[src/rtl/key_filter_multi.sv]
// key_filter_multi: N independent push-button channels, each with a 2-flop
// synchroniser, debounce FSM, long-press detector and auto-repeat generator.
module key_filter_multi #(
  parameter int N_KEYS       = 4,
  parameter int DEBOUNCE_CYC = 800_000,
  parameter int LONG_CYC     = 50_000_000,
  parameter int REPEAT_CYC   = 10_000_000
) (
  input  logic              clk,
  input  logic              rst,
  input  logic [N_KEYS-1:0] key_in,
  output logic [N_KEYS-1:0] key_level,
  output logic [N_KEYS-1:0] press_flag,
  output logic [N_KEYS-1:0] release_flag,
  output logic [N_KEYS-1:0] long_flag,
  output logic [N_KEYS-1:0] rpt_flag
);

  localparam int HOLD_MAX = (LONG_CYC > REPEAT_CYC) ? LONG_CYC : REPEAT_CYC;
  localparam int DCNT_W   = $clog2(DEBOUNCE_CYC);
  localparam int HCNT_W   = $clog2(HOLD_MAX + 1);
  localparam bit RPT_EN   = (REPEAT_CYC > 0);

  localparam logic [DCNT_W-1:0] DCNT_LAST = DCNT_W'(DEBOUNCE_CYC - 1);
  localparam logic [HCNT_W-1:0] LONG_LAST = HCNT_W'(LONG_CYC - 1);
  localparam logic [HCNT_W-1:0] RPT_LAST  = HCNT_W'(RPT_EN ? REPEAT_CYC - 1 : 0);

  typedef enum logic [1:0] {
    ST_IDLE         = 2'd0,
    ST_PRESS_FILT   = 2'd1,
    ST_HELD         = 2'd2,
    ST_RELEASE_FILT = 2'd3
  } state_t;

  genvar gi;
  generate
    for (gi = 0; gi < N_KEYS; gi++) begin : g_ch
      logic              r_s1;
      logic              r_s2;
      state_t            r_state;
      state_t            w_state_next;
      logic [DCNT_W-1:0] r_dcnt;
      logic [DCNT_W-1:0] w_dcnt_next;
      logic [DCNT_W-1:0] w_dcnt_inc;
      logic [HCNT_W-1:0] r_hcnt;
      logic [HCNT_W-1:0] w_hcnt_next;
      logic [HCNT_W-1:0] w_hcnt_inc;
      logic              r_long_done;
      logic              w_long_done_next;
      logic              r_level;
      logic              w_level_next;
      logic              r_press;
      logic              w_press_next;
      logic              r_release;
      logic              w_release_next;
      logic              r_long;
      logic              w_long_next;
      logic              r_rpt;
      logic              w_rpt_next;

      // Synchroniser idles at 1 so a reset never looks like a pressed key.
      always_ff @(posedge clk or posedge rst) begin
        if (rst) begin
          r_s1 <= 1'b1;
          r_s2 <= 1'b1;
        end else begin
          r_s1 <= key_in[gi];
          r_s2 <= r_s1;
        end
      end

      assign w_dcnt_inc = (r_dcnt == {DCNT_W{1'b1}}) ? r_dcnt : r_dcnt + DCNT_W'(1);
      assign w_hcnt_inc = (r_hcnt == {HCNT_W{1'b1}}) ? r_hcnt : r_hcnt + HCNT_W'(1);

      always_comb begin
        w_state_next     = r_state;
        w_dcnt_next      = r_dcnt;
        w_hcnt_next      = r_hcnt;
        w_long_done_next = r_long_done;
        w_level_next     = r_level;
        w_press_next     = 1'b0;
        w_release_next   = 1'b0;
        w_long_next      = 1'b0;
        w_rpt_next       = 1'b0;

        case (r_state)
          ST_IDLE: begin
            w_level_next     = 1'b0;
            w_dcnt_next      = '0;
            w_hcnt_next      = '0;
            w_long_done_next = 1'b0;
            if (!r_s2) begin
              w_state_next = ST_PRESS_FILT;
            end
          end

          ST_PRESS_FILT: begin
            if (r_s2) begin
              w_state_next = ST_IDLE;
              w_dcnt_next  = '0;
            end else if (r_dcnt == DCNT_LAST) begin
              w_state_next     = ST_HELD;
              w_press_next     = 1'b1;
              w_level_next     = 1'b1;
              w_dcnt_next      = '0;
              w_hcnt_next      = '0;
              w_long_done_next = 1'b0;
            end else begin
              w_dcnt_next = w_dcnt_inc;
            end
          end

          ST_HELD: begin
            w_level_next = 1'b1;
            // Hold timing: first LONG_CYC cycles end in long_flag, then hcnt
            // is reused as the repeat period counter (or saturates if disabled).
            if (!r_long_done && (r_hcnt == LONG_LAST)) begin
              w_long_next      = 1'b1;
              w_long_done_next = 1'b1;
              w_hcnt_next      = RPT_EN ? '0 : w_hcnt_inc;
            end else if (RPT_EN && r_long_done && (r_hcnt == RPT_LAST)) begin
              w_rpt_next  = 1'b1;
              w_hcnt_next = '0;
            end else begin
              w_hcnt_next = w_hcnt_inc;
            end
            if (r_s2) begin
              w_state_next = ST_RELEASE_FILT;
              w_dcnt_next  = '0;
            end
          end

          ST_RELEASE_FILT: begin
            // hcnt is frozen here so a release glitch only delays long/repeat.
            w_level_next = 1'b1;
            if (!r_s2) begin
              w_state_next = ST_HELD;
              w_dcnt_next  = '0;
            end else if (r_dcnt == DCNT_LAST) begin
              w_state_next     = ST_IDLE;
              w_release_next   = 1'b1;
              w_level_next     = 1'b0;
              w_dcnt_next      = '0;
              w_hcnt_next      = '0;
              w_long_done_next = 1'b0;
            end else begin
              w_dcnt_next = w_dcnt_inc;
            end
          end

          default: begin
            w_state_next     = ST_IDLE;
            w_level_next     = 1'b0;
            w_dcnt_next      = '0;
            w_hcnt_next      = '0;
            w_long_done_next = 1'b0;
          end
        endcase
      end

      always_ff @(posedge clk or posedge rst) begin
        if (rst) begin
          r_state     <= ST_IDLE;
          r_dcnt      <= '0;
          r_hcnt      <= '0;
          r_long_done <= 1'b0;
          r_level     <= 1'b0;
          r_press     <= 1'b0;
          r_release   <= 1'b0;
          r_long      <= 1'b0;
          r_rpt       <= 1'b0;
        end else begin
          r_state     <= w_state_next;
          r_dcnt      <= w_dcnt_next;
          r_hcnt      <= w_hcnt_next;
          r_long_done <= w_long_done_next;
          r_level     <= w_level_next;
          r_press     <= w_press_next;
          r_release   <= w_release_next;
          r_long      <= w_long_next;
          r_rpt       <= w_rpt_next;
        end
      end

      assign key_level[gi]    = r_level;
      assign press_flag[gi]   = r_press;
      assign release_flag[gi] = r_release;
      assign long_flag[gi]    = r_long;
      assign rpt_flag[gi]     = r_rpt;
    end
  endgenerate

endmodule
[config.mk]
export PLATFORM = sky130hd
export DESIGN_NAME = key_filter_multi
export DESIGN_NICKNAME = d
export VERILOG_FILES = /design/src/rtl/key_filter_multi.sv
export SDC_FILE = /design/constraint.sdc
export NUM_CORES = 1
export LEC_CHECK = 0
export CAP_MARGIN = 20
export CORE_ASPECT_RATIO = 0.8
export CORE_UTILIZATION = 35
export DETAILED_ROUTE_END_ITERATION = 8
export PLACE_DENSITY_LB_ADDON = 0.12
export SLEW_MARGIN = 10
export SYNTH_ARGS = -nofsm -noshare
export SYNTH_HDL_FRONTEND = slang
export SYNTH_SLANG_ARGS = --single-unit
[constraint.sdc]
create_clock -name clk -period 6.8 [get_ports clk]
set_input_delay 1.02 -clock clk [delete_from_list [all_inputs] [get_ports clk]]
set_output_delay 1.02 -clock clk [all_outputs]
set_load 0.05 [all_outputs]
==> flow_metrics.tcl <==
set metrics [dict create \
    initial_antenna_violation_count 0 \
    remaining_drc_errors 0 \
    synth_simple_gate_area_share_pct 28.10 \
    vdd_ir_drop_max_mv 0.1837 \
    place_hpwl_mm 21.60 \
    status "complete, no violations" \
    worst-endpoint-arrival_ns 3.69 \
    timing.slew.headroom_pct 21.43 \
    timing.final.crit_share_pct 47.94 \
    ys_ff_latch 224 \
    final-setup-viol-count 0 \
    die_w_um 218.9 \
    finClkSkew_ns 0.01181 \
    start_kind "flip-flop" \
    leakage_nw 5.856 \
    io_buffer_count 25 \
    syn_area_mm2 0.01318 \
    path_max_fanout 16 \
    post_cts.repair.setup_buffers 0 \
    place_ws_ns 3.527 \
    fin_ws_ns 3.540 \
    clock_tree_from_tritoncts "yes" \
    max_slew.worst_pin.slew_ns 1.168 \
    first_global_vias 10830 \
    cts.sink_count 224 \
    antenna_cells_inserted 0 \
    synth_fp_nets 1540 \
    finalWeightedCongestion 0.8278 \
    synth_top_family_by_area "simple AND/OR/NAND/NOR gates" \
    fillerInstances 3712 \
    cts_made_buffers 27 \
    synth.yosys.seq_area_share_pct 42.61 \
    placeableCoreArea_mm2 0.03705 \
    end_kind "flip-flop" \
    timing.fmax_mhz 306.7 \
    drv_cap 0 \
    power_per_cell_area_mw_per_mm2 300.7 \
    final_core_utilization_pct 39.65 \
    synthMuxAreaShare_pct 0.9590 \
    worst_skew_pair.late_latency_ns 0.55 \
    setup_tns_final_ns 0 \
    post_route_cells_drive_above_1_share_pct 6.151 \
    post_synthesis_share_of_cell_area_spent_on_xor_and_xnor_gates_pct 2.459 \
    grt.overflow.total 0 \
    wire_per_inst_um 16.39 \
    io-pin-count 26 \
    finalNetCount 1526 \
    detail_route.wirelength_mm 32.76 \
    crit_required_ns 7.23 \
    synth.lib_cells_used.distinct 75 \
    grt_pass1_wl_mm 55.85 \
    synth_top_flop_cell "dfrtp_1" \
    cts-htree-levels 1 \
    clock_path_buffers 3 \
    yosysWarningCount 0 \
    most_area_hungry_cell_type_in_the_yosys_netlist "dfrtp_1" \
    synth.top_cells.by_area "dfrtp_1 (41%), o21ai_0 (4.7%), nand2_1 (4.1%)" \
    maximum_number_of_pins_on_one_net_before_global_route_repair 110 \
    vias_per_cell 5.668 \
    period_needed_ns 3.260 \
    clk_root_buffer_cell "clkbuf_16" \
    hp-class "flip-flop to flip-flop" \
    detail_route.iter0.violations 767 \
    design.die.area_mm2 0.03843 \
    gr-usage-all-layers_pct 17.29 \
    post_cts_resized 0 \
    final-max-slew-violation-count 0 \
    die_h_um 175.6 \
    synth.top_cell.area_share_pct 41.02 \
    post_synth_inst_count 1506 \
    synth_most_common_cell "dfrtp_1" \
    rows 63 \
    asyncSetResetFlopFracSynth_pct 100.0 \
    postRouteAntennaNets 0 \
    cts.clk_slew.worst_paths_ns 0.06 \
    synth_adder_area_share_pct 2.659 \
    flow.area_growth_from_synthesis_pct 11.48 \
    avgSynthCellArea_um2 8.750 \
    synth_edf_count 0 \
    initial_core_utilization_pct 35.57 \
    final-hold-violation-count 0 \
    synth_commonest_cells "dfrtp_1 (216), nand2_1 (145), o21ai_0 (123)" \
    rsz_0062_raised_after_global_routing "no" \
    dr_total_vias 11330 \
    setup.worst_path.class "flip-flop to flip-flop" \
    cts-hold-fix-buffers 0 \
    compound_gate_portion_of_the_synthesized_area_pct 18.90 \
    drt_pass1_iterations 5 \
]
[critical path, stage by stage (launching register included)]
cell,delay [ns]
dfrtp_1,0.43
or4_1,0.55
or4_4,0.46
o32ai_2,0.98
nand2_1,0.30
o41ai_1,0.43
[registers in the layout, summed over array words and instances (netlist names), named ones only]
register,count
g_ch.r_level,4
g_ch.r_s1,4
g_ch.r_press,4
g_ch.r_long,4
g_ch.r_dcnt,80
g_ch.r_hcnt,104
g_ch.r_rpt,4
g_ch.r_s2,4
g_ch.r_release,4
g_ch.r_long_done,4
g_ch.r_state,4
[metrics by stage]
| stage | area, µm² | cells | total power [W] | hold slack (ns) |
|---|---|---|---|---|
| floorplan | 13180 | 1506 | 0.002576 | 0.3452 |
| global placement | 13740 | 1948 | 0.002909 | 0.3463 |
| detailed placement | 13750 | 1949 | 0.002914 | 0.3472 |
| CTS | 14680 | 1998 | 0.004478 | 0.3506 |
| global route | 14690 | 1999 | 0.004710 | 0.3584 |
| finish | 14690 | 1999 | 0.004417 | 0.3507 |
[area by class of cell]
| cell class | instances | area [µm²] | share of cell area, % |
|---|---|---|---|
| Tap cell | 487 | 609.3 | 4.148 |
| Inverter | 48 | 183.9 | 1.252 |
| Sequential cell | 224 | 5615 | 38.23 |
| Multi-Input combinational cell | 1154 | 6994 | 47.61 |
| Clock buffer | 39 | 780.7 | 5.315 |
| Clock inverter | 10 | 150.1 | 1.022 |
| Timing Repair Buffer | 37 | 356.6 | 2.427 |
[kinds of logic (layout without fill, tap and decap cells)]
kind of cell	count (synthesis)	after routing
DFF	224	224
AOI/OAI and AO/OA	393	393
adders and majority gates	28	28
buffers and inverters	128	134
xor gates and xnor gates	37	37
and+or+nand+nor	684	684
muxes	12	12
[final timing paths]
check / from / end / slack, ns / cells after the start
max: g_ch[2].r_dcnt[11]$_DFFE_PP0N_ / g_ch[2].r_hcnt[16]$_DFFE_PP0P_ / 3.54 / 5
min: g_ch[3].r_s1$_DFF_PP1_ / g_ch[3].r_s2$_DFF_PP1_ / 0.35 / 0
max reg2reg: g_ch[2].r_dcnt[11]$_DFFE_PP0N_ / g_ch[2].r_hcnt[16]$_DFFE_PP0P_ / 3.54 / 5
min reg2reg: g_ch[3].r_s1$_DFF_PP1_ / g_ch[3].r_s2$_DFF_PP1_ / 0.35 / 0
max in group asynchronous: rst / g_ch[3].r_hcnt[14]$_DFFE_PP0P_ / 5.05 / 3
min in group asynchronous: rst / g_ch[2].r_long$_DFF_PP0_ / 0.73 / 2
[cell usage in the layout, fill, tap and decap left out, types with 7 or more instances in the layout]
| cell | count |
|---|---|
| dfrtp_1 | 216 |
| nand2_1 | 145 |
| o21ai_0 | 123 |
| nor2_1 | 119 |
| nand3_1 | 95 |
| a21oi_1 | 93 |
| nand4_1 | 69 |
| inv_1 | 47 |
| nor3_1 | 41 |
| a31oi_1 | 41 |
| and3_1 | 32 |
| xor2_1 | 30 |
| ha_1 | 28 |
| clkbuf_16 | 27 |
| nor4_1 | 25 |
| clkdlybuf4s50_1 | 25 |
| and4_1 | 23 |
| o31ai_1 | 22 |
| or3_1 | 22 |
| and2_1 | 21 |
| or4_1 | 17 |
| a21o_1 | 16 |
| a22o_1 | 14 |
| nand2b_1 | 13 |
| a41oi_1 | 11 |
| buf_4 | 10 |
| o41ai_1 | 9 |
| nor4bb_1 | 8 |
| dfstp_2 | 8 |
| mux2i_1 | 7 |
| nand4b_1 | 7 |
| xnor2_1 | 7 |
| nor3b_1 | 7 |
[report_power, final]
group          internal, W  switching, W  total [W]  leakage (nW)
clock network     0.000943      0.000585    0.00153         0.463
logic             0.000431      0.000967    0.00140          2.33
registers          0.00142     0.0000772    0.00149          3.06
total              0.00279       0.00163    0.00442          5.86
[routing by layer]
| layer | GRT usage, % | part of all wire, % |
|---|---|---|
| met1 | 26.20 | 53 |
| met3 | 2.580 | 3.6 |
| met5 | 0 | 0 |
| met2 | 25.61 | 42 |
| met4 | 4.080 | 1.8 |
No activity file was read; power rests on OpenSTA's default activity.
